File: config.mk
export PLATFORM = sky130hd
export DESIGN_NAME = serialrx
export DESIGN_NICKNAME = d
export VERILOG_FILES = /design/src/rtl/serialrx.sv
export SDC_FILE = /design/constraint.sdc
export NUM_CORES = 1
export LEC_CHECK = 0
export CAP_MARGIN = 20
export CORE_MARGIN = 5
export CORE_UTILIZATION = 45
export DETAILED_ROUTE_END_ITERATION = 8
export HOLD_SLACK_MARGIN = 0.15
export PLACE_DENSITY = 0.8
export SKIP_LAST_GASP = 1
export SYNTH_ARGS = -nofsm -noshare
export SYNTH_HDL_FRONTEND = slang
export SYNTH_SLANG_ARGS = --single-unit
File: constraint.sdc
create_clock -name clk -period 2.5 [get_ports clk]
set_input_delay 0.5 -clock clk [delete_from_list [all_inputs] [get_ports clk]]
set_output_delay 0.5 -clock clk [all_outputs]
set_load 0.01 [all_outputs]
File: src/rtl/serialrx.sv
// UART receiver (8N1-style, FRAME data bits, LSB first) with a Wishbone slave
// exposing a one-deep receive register, sticky error flags and a byte counter.
`timescale 1ns/1ps

module serialrx #(
  parameter int DIVIDE = 2,
  parameter int FRAME  = 8
) (
  input  logic        clk,
  input  logic        rst,
  input  logic        uart_rx,
  input  logic [31:0] wb_addr,
  input  logic [31:0] wb_data_w,
  output logic [31:0] wb_data_r,
  input  logic        wb_we,
  input  logic        wb_stb,
  input  logic        wb_cyc,
  output logic        wb_ack,
  output logic        wb_stall
);

  localparam int CW = (DIVIDE > 1) ? $clog2(DIVIDE) : 1;
  localparam int IW = (FRAME > 1) ? $clog2(FRAME) : 1;
  localparam logic [CW-1:0] HALF_M1  = CW'(DIVIDE / 2 - 1);
  localparam logic [CW-1:0] FULL_M1  = CW'(DIVIDE - 1);
  localparam logic [IW-1:0] LAST_BIT = IW'(FRAME - 1);

  typedef enum logic [2:0] {
    S_IDLE,
    S_START,
    S_DATA,
    S_STOP,
    S_BREAK
  } state_t;

  state_t           state;
  logic             sync1;
  logic             rx_s;
  logic [CW-1:0]    cnt;
  logic [IW-1:0]    idx;
  logic [FRAME-1:0] shreg;
  logic             good_stb;
  logic             err_stb;

  logic             rx_valid;
  logic             overrun;
  logic             ferr;
  logic [31:0]      num_bytes;
  logic [FRAME-1:0] data_q;

  logic             req;
  logic             rd_data;
  logic             rd_stat;
  logic [31:0]      data_word;
  logic [31:0]      status_word;
  logic             unused_bits;

  assign wb_stall    = 1'b0;
  assign unused_bits = ^{wb_data_w, wb_addr[31:3], wb_addr[1:0]};

  // Two-flop synchronizer; preset high so reset looks like an idle line.
  always_ff @(posedge clk or posedge rst) begin
    if (rst) begin
      sync1 <= 1'b1;
      rx_s  <= 1'b1;
    end else begin
      sync1 <= uart_rx;
      rx_s  <= sync1;
    end
  end

  always_ff @(posedge clk or posedge rst) begin
    if (rst) begin
      state    <= S_IDLE;
      cnt      <= '0;
      idx      <= '0;
      shreg    <= '0;
      good_stb <= 1'b0;
      err_stb  <= 1'b0;
    end else begin
      good_stb <= 1'b0;
      err_stb  <= 1'b0;
      case (state)
        S_IDLE: begin
          cnt <= '0;
          if (!rx_s) state <= S_START;
        end
        S_START: begin
          if (cnt == HALF_M1) begin
            cnt <= '0;
            if (rx_s) begin
              state <= S_IDLE;
            end else begin
              state <= S_DATA;
              idx   <= '0;
            end
          end else begin
            cnt <= cnt + 1'b1;
          end
        end
        S_DATA: begin
          if (cnt == FULL_M1) begin
            cnt        <= '0;
            shreg[idx] <= rx_s;
            if (idx == LAST_BIT) state <= S_STOP;
            else                 idx   <= idx + 1'b1;
          end else begin
            cnt <= cnt + 1'b1;
          end
        end
        S_STOP: begin
          if (cnt == FULL_M1) begin
            cnt <= '0;
            if (rx_s) begin
              good_stb <= 1'b1;
              state    <= S_IDLE;
            end else begin
              err_stb <= 1'b1;
              state   <= S_BREAK;
            end
          end else begin
            cnt <= cnt + 1'b1;
          end
        end
        S_BREAK: begin
          cnt <= '0;
          if (rx_s) state <= S_IDLE;
        end
        default: state <= S_IDLE;
      endcase
    end
  end

  assign req     = wb_cyc && wb_stb;
  assign rd_data = req && !wb_we && !wb_addr[2];
  assign rd_stat = req && !wb_we &&  wb_addr[2];

  always_comb begin
    data_word              = '0;
    data_word[31]          = rx_valid;
    data_word[FRAME-1:0]   = data_q;
    status_word            = '0;
    status_word[0]         = rx_valid;
    status_word[1]         = overrun;
    status_word[2]         = ferr;
    status_word[31:16]     = num_bytes[15:0];
  end

  // Set events are written after the read-clears so a coincident set wins.
  always_ff @(posedge clk or posedge rst) begin
    if (rst) begin
      wb_ack    <= 1'b0;
      wb_data_r <= '0;
      rx_valid  <= 1'b0;
      overrun   <= 1'b0;
      ferr      <= 1'b0;
      num_bytes <= '0;
      data_q    <= '0;
    end else begin
      wb_ack    <= req;
      wb_data_r <= '0;
      if (rd_data) wb_data_r <= data_word;
      if (rd_stat) wb_data_r <= status_word;

      if (rd_data) rx_valid <= 1'b0;
      if (rd_stat) begin
        overrun <= 1'b0;
        ferr    <= 1'b0;
      end

      if (good_stb) begin
        num_bytes <= num_bytes + 32'd1;
        if (!rx_valid || rd_data) begin
          data_q   <= shreg;
          rx_valid <= 1'b1;
        end else begin
          overrun <= 1'b1;
        end
      end
      if (err_stb) ferr <= 1'b1;
    end
  end

endmodule
==> results of run 1 <==
-- kinds of logic after synthesis --
| logic type | Yosys count |
|---|---|
| AND/OR/NAND/NOR | 77 |
| flip-flops | 71 |
| buffers and inverters | 25 |
| AO/OA/AOI/OAI | 18 |
| multiplexers | 18 |
| XOR/XNOR | 15 |
| adder cells (fa/ha/maj) | 3 |
| other | 1 |
-- path summary, 6_finish.rpt --
check / start / to / slack [ns] / cells after the start
max: wb_stb / data_q[2] / 0.70 / 5
min: sync1 / rx_s / 0.36 / 0
max reg2reg: idx[0] / idx[0] / 0.74 / 5
min reg2reg: sync1 / rx_s / 0.36 / 0
max in group asynchronous: rst / rx_s / 1.35 / 3
min in group asynchronous: rst / wb_data_r[30] / 0.54 / 2
-- state kept, by name (all words and copies together) (netlist names) --
name,flops
cnt,1
data_q,8
err_stb,1
ferr,1
good_stb,1
idx,3
num_bytes,16
overrun,1
rx_s,1
rx_valid,1
shreg,8
state,3
sync1,1
wb_ack,1
wb_data_r,24
-- through the flow --
stage / area (um2) / power (mW) / std cells / utilization, % / hold slack (ns)
6_report: 3530 / 2.79 / 344 / 54.7 / 0.356
5_1_grt: 3530 / 2.94 / 344 / 54.7 / 0.360
4_1_cts: 3530 / 2.81 / 344 / 54.7 / 0.358
3_5_place_dp: 3370 / 2.02 / 328 / 52.1 / 0.348
3_3_place_gp: 3370 / 1.98 / 328 / 52.1 / 0.347
2_1_floorplan: 3060 / 1.95 / 236 / - / 0.345
-- cell type report --
type,instances,area (um2)
multi-input cells,140,1120
clock inverters,3,18.8
fillers,523,2920
well taps,77,96.3
clock buffers,13,149
repair buffers,35,353
flip-flops and latches,71,1780
inverters,5,18.8
-- routing by layer --
| layer | up-vias | GRT usage, % |
|---|---|---|
| met5 | - | 0 |
| met4 | 0 | 7.30 |
| met3 | 11 | 3.27 |
| met2 | 38 | 20.9 |
| met1 | 898 | 14.9 |
| li1 | 831 | - |
-- worst max-delay path, delay by kind of cell --
family	cells	cell delay (ns)
buf+inv	2	0.73
simple gates	1	0.31
mux	1	0.34
compound gates	1	0.13
-- power groups by stage --
stage                     sequential (mW)  clock (mW)  combinational, mW
final                                1.55       0.789              0.445
after global routing                 1.58       0.854              0.504
after CTS                            1.55       0.810              0.453
after detailed placement             1.57           0              0.453
after global placement               1.55           0              0.430
after floorplan                      1.43           0              0.517
-- cell usage after synthesis (2+ instances only) --
library cell | n | share of area (%)
nor4_2 | 4 | 1.7
clkbuf_1 | 2 | 0.25
ha_1 | 3 | 1.2
nand3_1 | 4 | 0.66
a22o_1 | 4 | 1.2
nor3_1 | 5 | 0.83
nand4b_1 | 3 | 0.87
buf_4 | 11 | 2.7
dfrtp_1 | 69 | 57
nand4_1 | 4 | 0.83
and2_1 | 19 | 3.9
nand2_1 | 11 | 1.4
nor2_1 | 12 | 1.5
buf_6 | 2 | 0.74
xnor2_1 | 5 | 1.4
buf_2 | 5 | 0.83
o21bai_1 | 2 | 0.50
xor2_1 | 10 | 2.9
a21oi_1 | 3 | 0.50
nor4b_2 | 2 | 0.99
mux2_2 | 4 | 1.5
nor4bb_1 | 2 | 0.66
nand4_4 | 2 | 1.4
inv_1 | 5 | 0.62
mux2_4 | 8 | 4.0
o21ai_0 | 3 | 0.50
mux2_1 | 6 | 2.2
dfstp_2 | 2 | 1.7
==> impl_metrics.json, run 1 <==
{
  "status": "complete, no violations",
  "post-place-ws_ns": 0.381,
  "layout_commonest_cell": "dfrtp_1",
  "internal-power_mw": 1.98,
  "clkTransAtPathRegs_ns": 0.07,
  "p_leak_nw": 1.67,
  "synthMuxAreaShare_pct": 7.69,
  "die_w_um": 92.0,
  "postCtsHoldBufs": 0,
  "clkPwrFrac_pct": 28.3,
  "power_density_nw_per_um2": 788,
  "dr_wl_met3_um": 213,
  "synthAdderAreaFrac_pct": 1.24,
  "gp_congestion": 0.775,
  "overflow": 0,
  "drive_gt1_share_pct": 16.5,
  "crit_arrival_ns": 2.02,
  "first_pass_iters": 4,
  "dp_hpwl_mm": 3.40,
  "io_pins": 104,
  "hold_path_class": "register to register",
  "core_um2": 6460,
  "switchingPower_mw": 0.810,
  "syn_area_um2": 3030,
  "power_frac_comb_pct": 16.0,
  "highest_layer": "met4",
  "pwr-share-seq_pct": 55.7,
  "cts_made_buffers": 9,
  "routedWlPerCell_um": 14.2,
  "wl_mm": 4.87,
  "grt_pass1_wl_mm": 8.46,
  "synth_edf_count": 0,
  "path_class": "primary input to register",
  "rsz0062_at_grt": "no",
  "numPortBuffers": 31,
  "final.min_clock_period_ns": 1.80,
  "seq_area_frac_synth_pct": 58.8,
  "cp_cell_sequence": "clkdlybuf4s50_1 > nor4bb_1 > buf_4 > o21ai_4 > mux2_4",
  "min_period_over_period_pct": 71.9,
  "grt_pass1_vias": 1816,
  "die_h_um": 92.0,
  "cap_violations": 0,
  "worstMarginPinSlew_ns": 0.570,
  "cpPeakStageDelay_ns": 0.50,
  "dieArea_um2": 8460,
  "synthXorXnorAreaFrac_pct": 4.34,
  "post_cts_buffers": 0,
  "maxSlewViolCount": 0,
  "antenna_found_initial": 0,
  "setup_ws_ns": 0.704,
  "grt_max_degree": 29,
  "irDropWorstVdd_v": 0.000359,
  "cp.required_ns": 2.72,
  "clk-insertion-delay-late_ns": 0.34,
  "ant_nets": 0,
  "end_kind": "register",
  "vias": 1778,
  "area_growth_pct": 16.8,
  "start_util_pct": 46.8,
  "ys_ff_latch": 71,
  "setup_viol": 0,
  "synth-compound-area-share_pct": 4.59,
  "sw_frac_of_total_pct": 29.1,
  "cts_buffer_depth": 2,
  "synth_async_sr_flop_share_pct": 100,
  "yosysUniqueCellTypes": 44,
  "wl_met2_mm": 2.52,
  "numClockSinks": 71,
  "cts_tree": "built",
  "num_rows": 29,
  "hold_violations": 0,
  "slew_headroom_pct": 61.9,
  "yosys_warnings": 0,
  "layout_common_cells": "dfrtp_1, clkdlybuf4s50_1, and2_1",
  "critPathSlowestCell": "clkdlybuf4s50_1",
  "ys.flop_type": "dfrtp_1",
  "cts_resized": 0,
  "syn_inst": 228,
  "clockRootBuffer": "clkbuf_8",
  "max_freq_mhz": 557,
  "yosys.area_share.simple_pct": 18.0,
  "wl_met1_mm": 2.04,
  "tns_ns": 0,
  "worstPathMaxFanout": 10,
  "avgSynthCellArea_um2": 13.3,
  "synth_top_family_by_area": "simple AND/OR/NAND/NOR gates",
  "drt_iter0_markers": 76,
  "grt_use_total_pct": 12.6,
  "vias_per_cell": 5.17,
  "cp-start-kind": "primary input",
  "antenna_cells": 0,
  "nets": 335,
  "drc": 0,
  "htreeDepth": 3,
  "skew_ns": 0.00682
}
Note: power is estimated with default switching activity, not from simulation.
==> inputs of run 2 (changes only) <==
CORE_UTILIZATION = 41   (was 45)
PLACE_DENSITY = 0.76   (was 0.8)
clock period = 1.6 ns   (was 2.5 ns; I/O delays follow)
==> run 2 against run 1 <==
  * Sequential power up 48%
  * Cell count grew 10%
  * Power is 63% higher
  * Wire length down 1.2%
  * Hold slack better by 0.0045 ns
  * Critical path type is now register to register
  * Global-route usage down 0.69 points
  * Die area is 8.7% higher
  * Sequential share of layout area decreased by 2.7 points
  * Highest routed layer unchanged
  * Combinational power is 140% higher
  * Critical endpoint is now idx[0]
==> impl_metrics.json, run 2 (synthesis gave the netlist of run 1 again) <==
{
  "cp-start-kind": "register",
  "dp_hpwl_mm": 3.44,
  "cts_made_buffers": 9,
  "io_pins": 104,
  "die_w_um": 95.9,
  "hold_path_class": "register to register",
  "max_freq_mhz": 630,
  "wl_mm": 4.82,
  "crit_arrival_ns": 1.81,
  "area_growth_pct": 23.5,
  "reg2regPathDepth": 5,
  "fillers": 629,
  "gp_congestion": 0.722,
  "r2r_setup_slack_ns": 0.01,
  "antenna_cells": 0,
  "setup_viol": 0,
  "layout_commonest_cell": "dfrtp_1",
  "cts_buffer_depth": 2,
  "vias_per_cell": 4.70,
  "overflow": 0,
  "numPortBuffers": 31,
  "path_class": "register to register",
  "grt_use_total_pct": 11.9,
  "layout_common_cells": "dfrtp_1, clkdlybuf4s50_1, and2_1",
  "hold_start": "sync1",
  "rsz0062_at_grt": "yes",
  "drt_iter0_markers": 59,
  "p_leak_nw": 1.75,
  "first_pass_iters": 4,
  "skew_ns": 0.00524,
  "cpPeakStageDelay_ns": 0.39,
  "numClockSinks": 71,
  "start_util_pct": 41.9,
  "largest_reg_flops": 24,
  "dieArea_um2": 9200,
  "status": "complete, no violations",
  "hold_violations": 0,
  "grt_pass1_vias": 1804,
  "ant_nets": 0,
  "irDropWorstVdd_v": 0.000598,
  "num_rows": 31,
  "maxSlewViolCount": 0,
  "final.min_clock_period_ns": 1.59,
  "reg2reg_from": "idx[0]",
  "antenna_found_initial": 0,
  "setup_ws_ns": 0.0121,
  "cp.required_ns": 1.82,
  "vias": 1786,
  "routedWlPerCell_um": 12.7,
  "drc": 0,
  "clk-insertion-delay-late_ns": 0.34,
  "power.total_mw": 4.53,
  "grt_max_degree": 39,
  "top_register": "wb_data_r",
  "post-place-ws_ns": -0.317,
  "top_regs": "wb_data_r x24, num_bytes x16",
  "grt_pass1_wl_mm": 8.37,
  "min_period_over_period_pct": 99.2,
  "nets": 350,
  "post_cts_buffers": 0,
  "htreeDepth": 3,
  "clockRootBuffer": "clkbuf_8",
  "critPathSlowestCell": "dfrtp_1",
  "hold_depth": 0,
  "drive_gt1_share_pct": 22.1,
  "cp_cell_sequence": "ha_2 > ha_4 > nor4bb_4 > o21bai_2 > mux2_4",
  "core_um2": 7210,
  "min_to": "rx_s",
  "die_h_um": 95.9,
  "power_density_nw_per_um2": 1210,
  "reg2reg_to": "idx[0]",
  "cts_tree": "built",
  "end_kind": "register",
  "worstPathMaxFanout": 3,
  "cap_violations": 0,
  "clkTransAtPathRegs_ns": 0.07
}
## run 2: cell types whose count changed in the layout (fill, tap and decap cells not counted), moves of 2 or more
cell      change
buf_4        +13
buf_12        +2
nor4bb_1      -2
ha_1          -2
## run 2: final cells by class
class | count | area (um2) | area share (%)
flip-flops and latches | 71 | 1780 | 47.6
inverters | 5 | 22.5 | 0.603
well taps | 99 | 124 | 3.31
repair buffers | 50 | 490 | 13.1
clock buffers | 14 | 153 | 4.08
clock inverters | 1 | 5.00 | 0.134
multi-input cells | 140 | 1160 | 31.1
## run 2: critical path: cells and delay by family (launching register included)
family          cells  cell delay, ns
compound gates      1            0.12
fa+ha+maj           2            0.37
flops               1            0.39
mux                 1            0.28
simple gates        1            0.31
## run 2: power breakdown
group	switching [mW]	internal, mW	leakage [nW]
Combinational	0.463	0.592	0.705
Sequential	0.226	2.07	0.961
Clock	0.589	0.597	0.0805
## run 2: worst max path at each step
stage            from        end  slack, ns  cells after the start
2_1_floorplan  idx[0]     idx[0]       0.13                      5
3_3_place_gp   wb_stb  data_q[7]      -0.29                      6
3_5_place_dp   wb_stb  data_q[4]      -0.32                      6
4_1_cts        idx[0]     idx[0]     -0.001                      5
5_1_grt        idx[1]     idx[0]      -0.03                      5
6_report       idx[0]     idx[0]       0.01                      5
## run 2: layer usage
metal / vias to the layer above / share of wire, % / track usage (%) / wire length (um)
met1: 880 / 42 / 14.3 / 2020
li1: 863 / - / - / -
met5: - / 0 / 0 / 0
met3: 6 / 5.6 / 3.60 / 272
met4: 0 / 1.3 / 5.92 / 64
met2: 37 / 51 / 19.5 / 2460
## run 2: what timing repair did
item / CTS / global route
hold buffers: 0 / 0
gates cloned: 0 / 0
setup endpoints to repair: 1 / 1
gates resized for setup: 4 / 3
pin swaps: 2 / 1
## run 2: stage by stage
stage	util [%]	cells	hold slack, ns	area [um2]	setup TNS, ns
finish	51.8	380	0.361	3740	0
global route	51.8	380	0.368	3740	-0.0420
CTS	51.5	380	0.361	3720	-0.000964
detailed placement	49.1	365	0.351	3540	-4.78
global placement	49.1	365	0.346	3540	-4.11
floorplan	-	236	0.324	3060	0
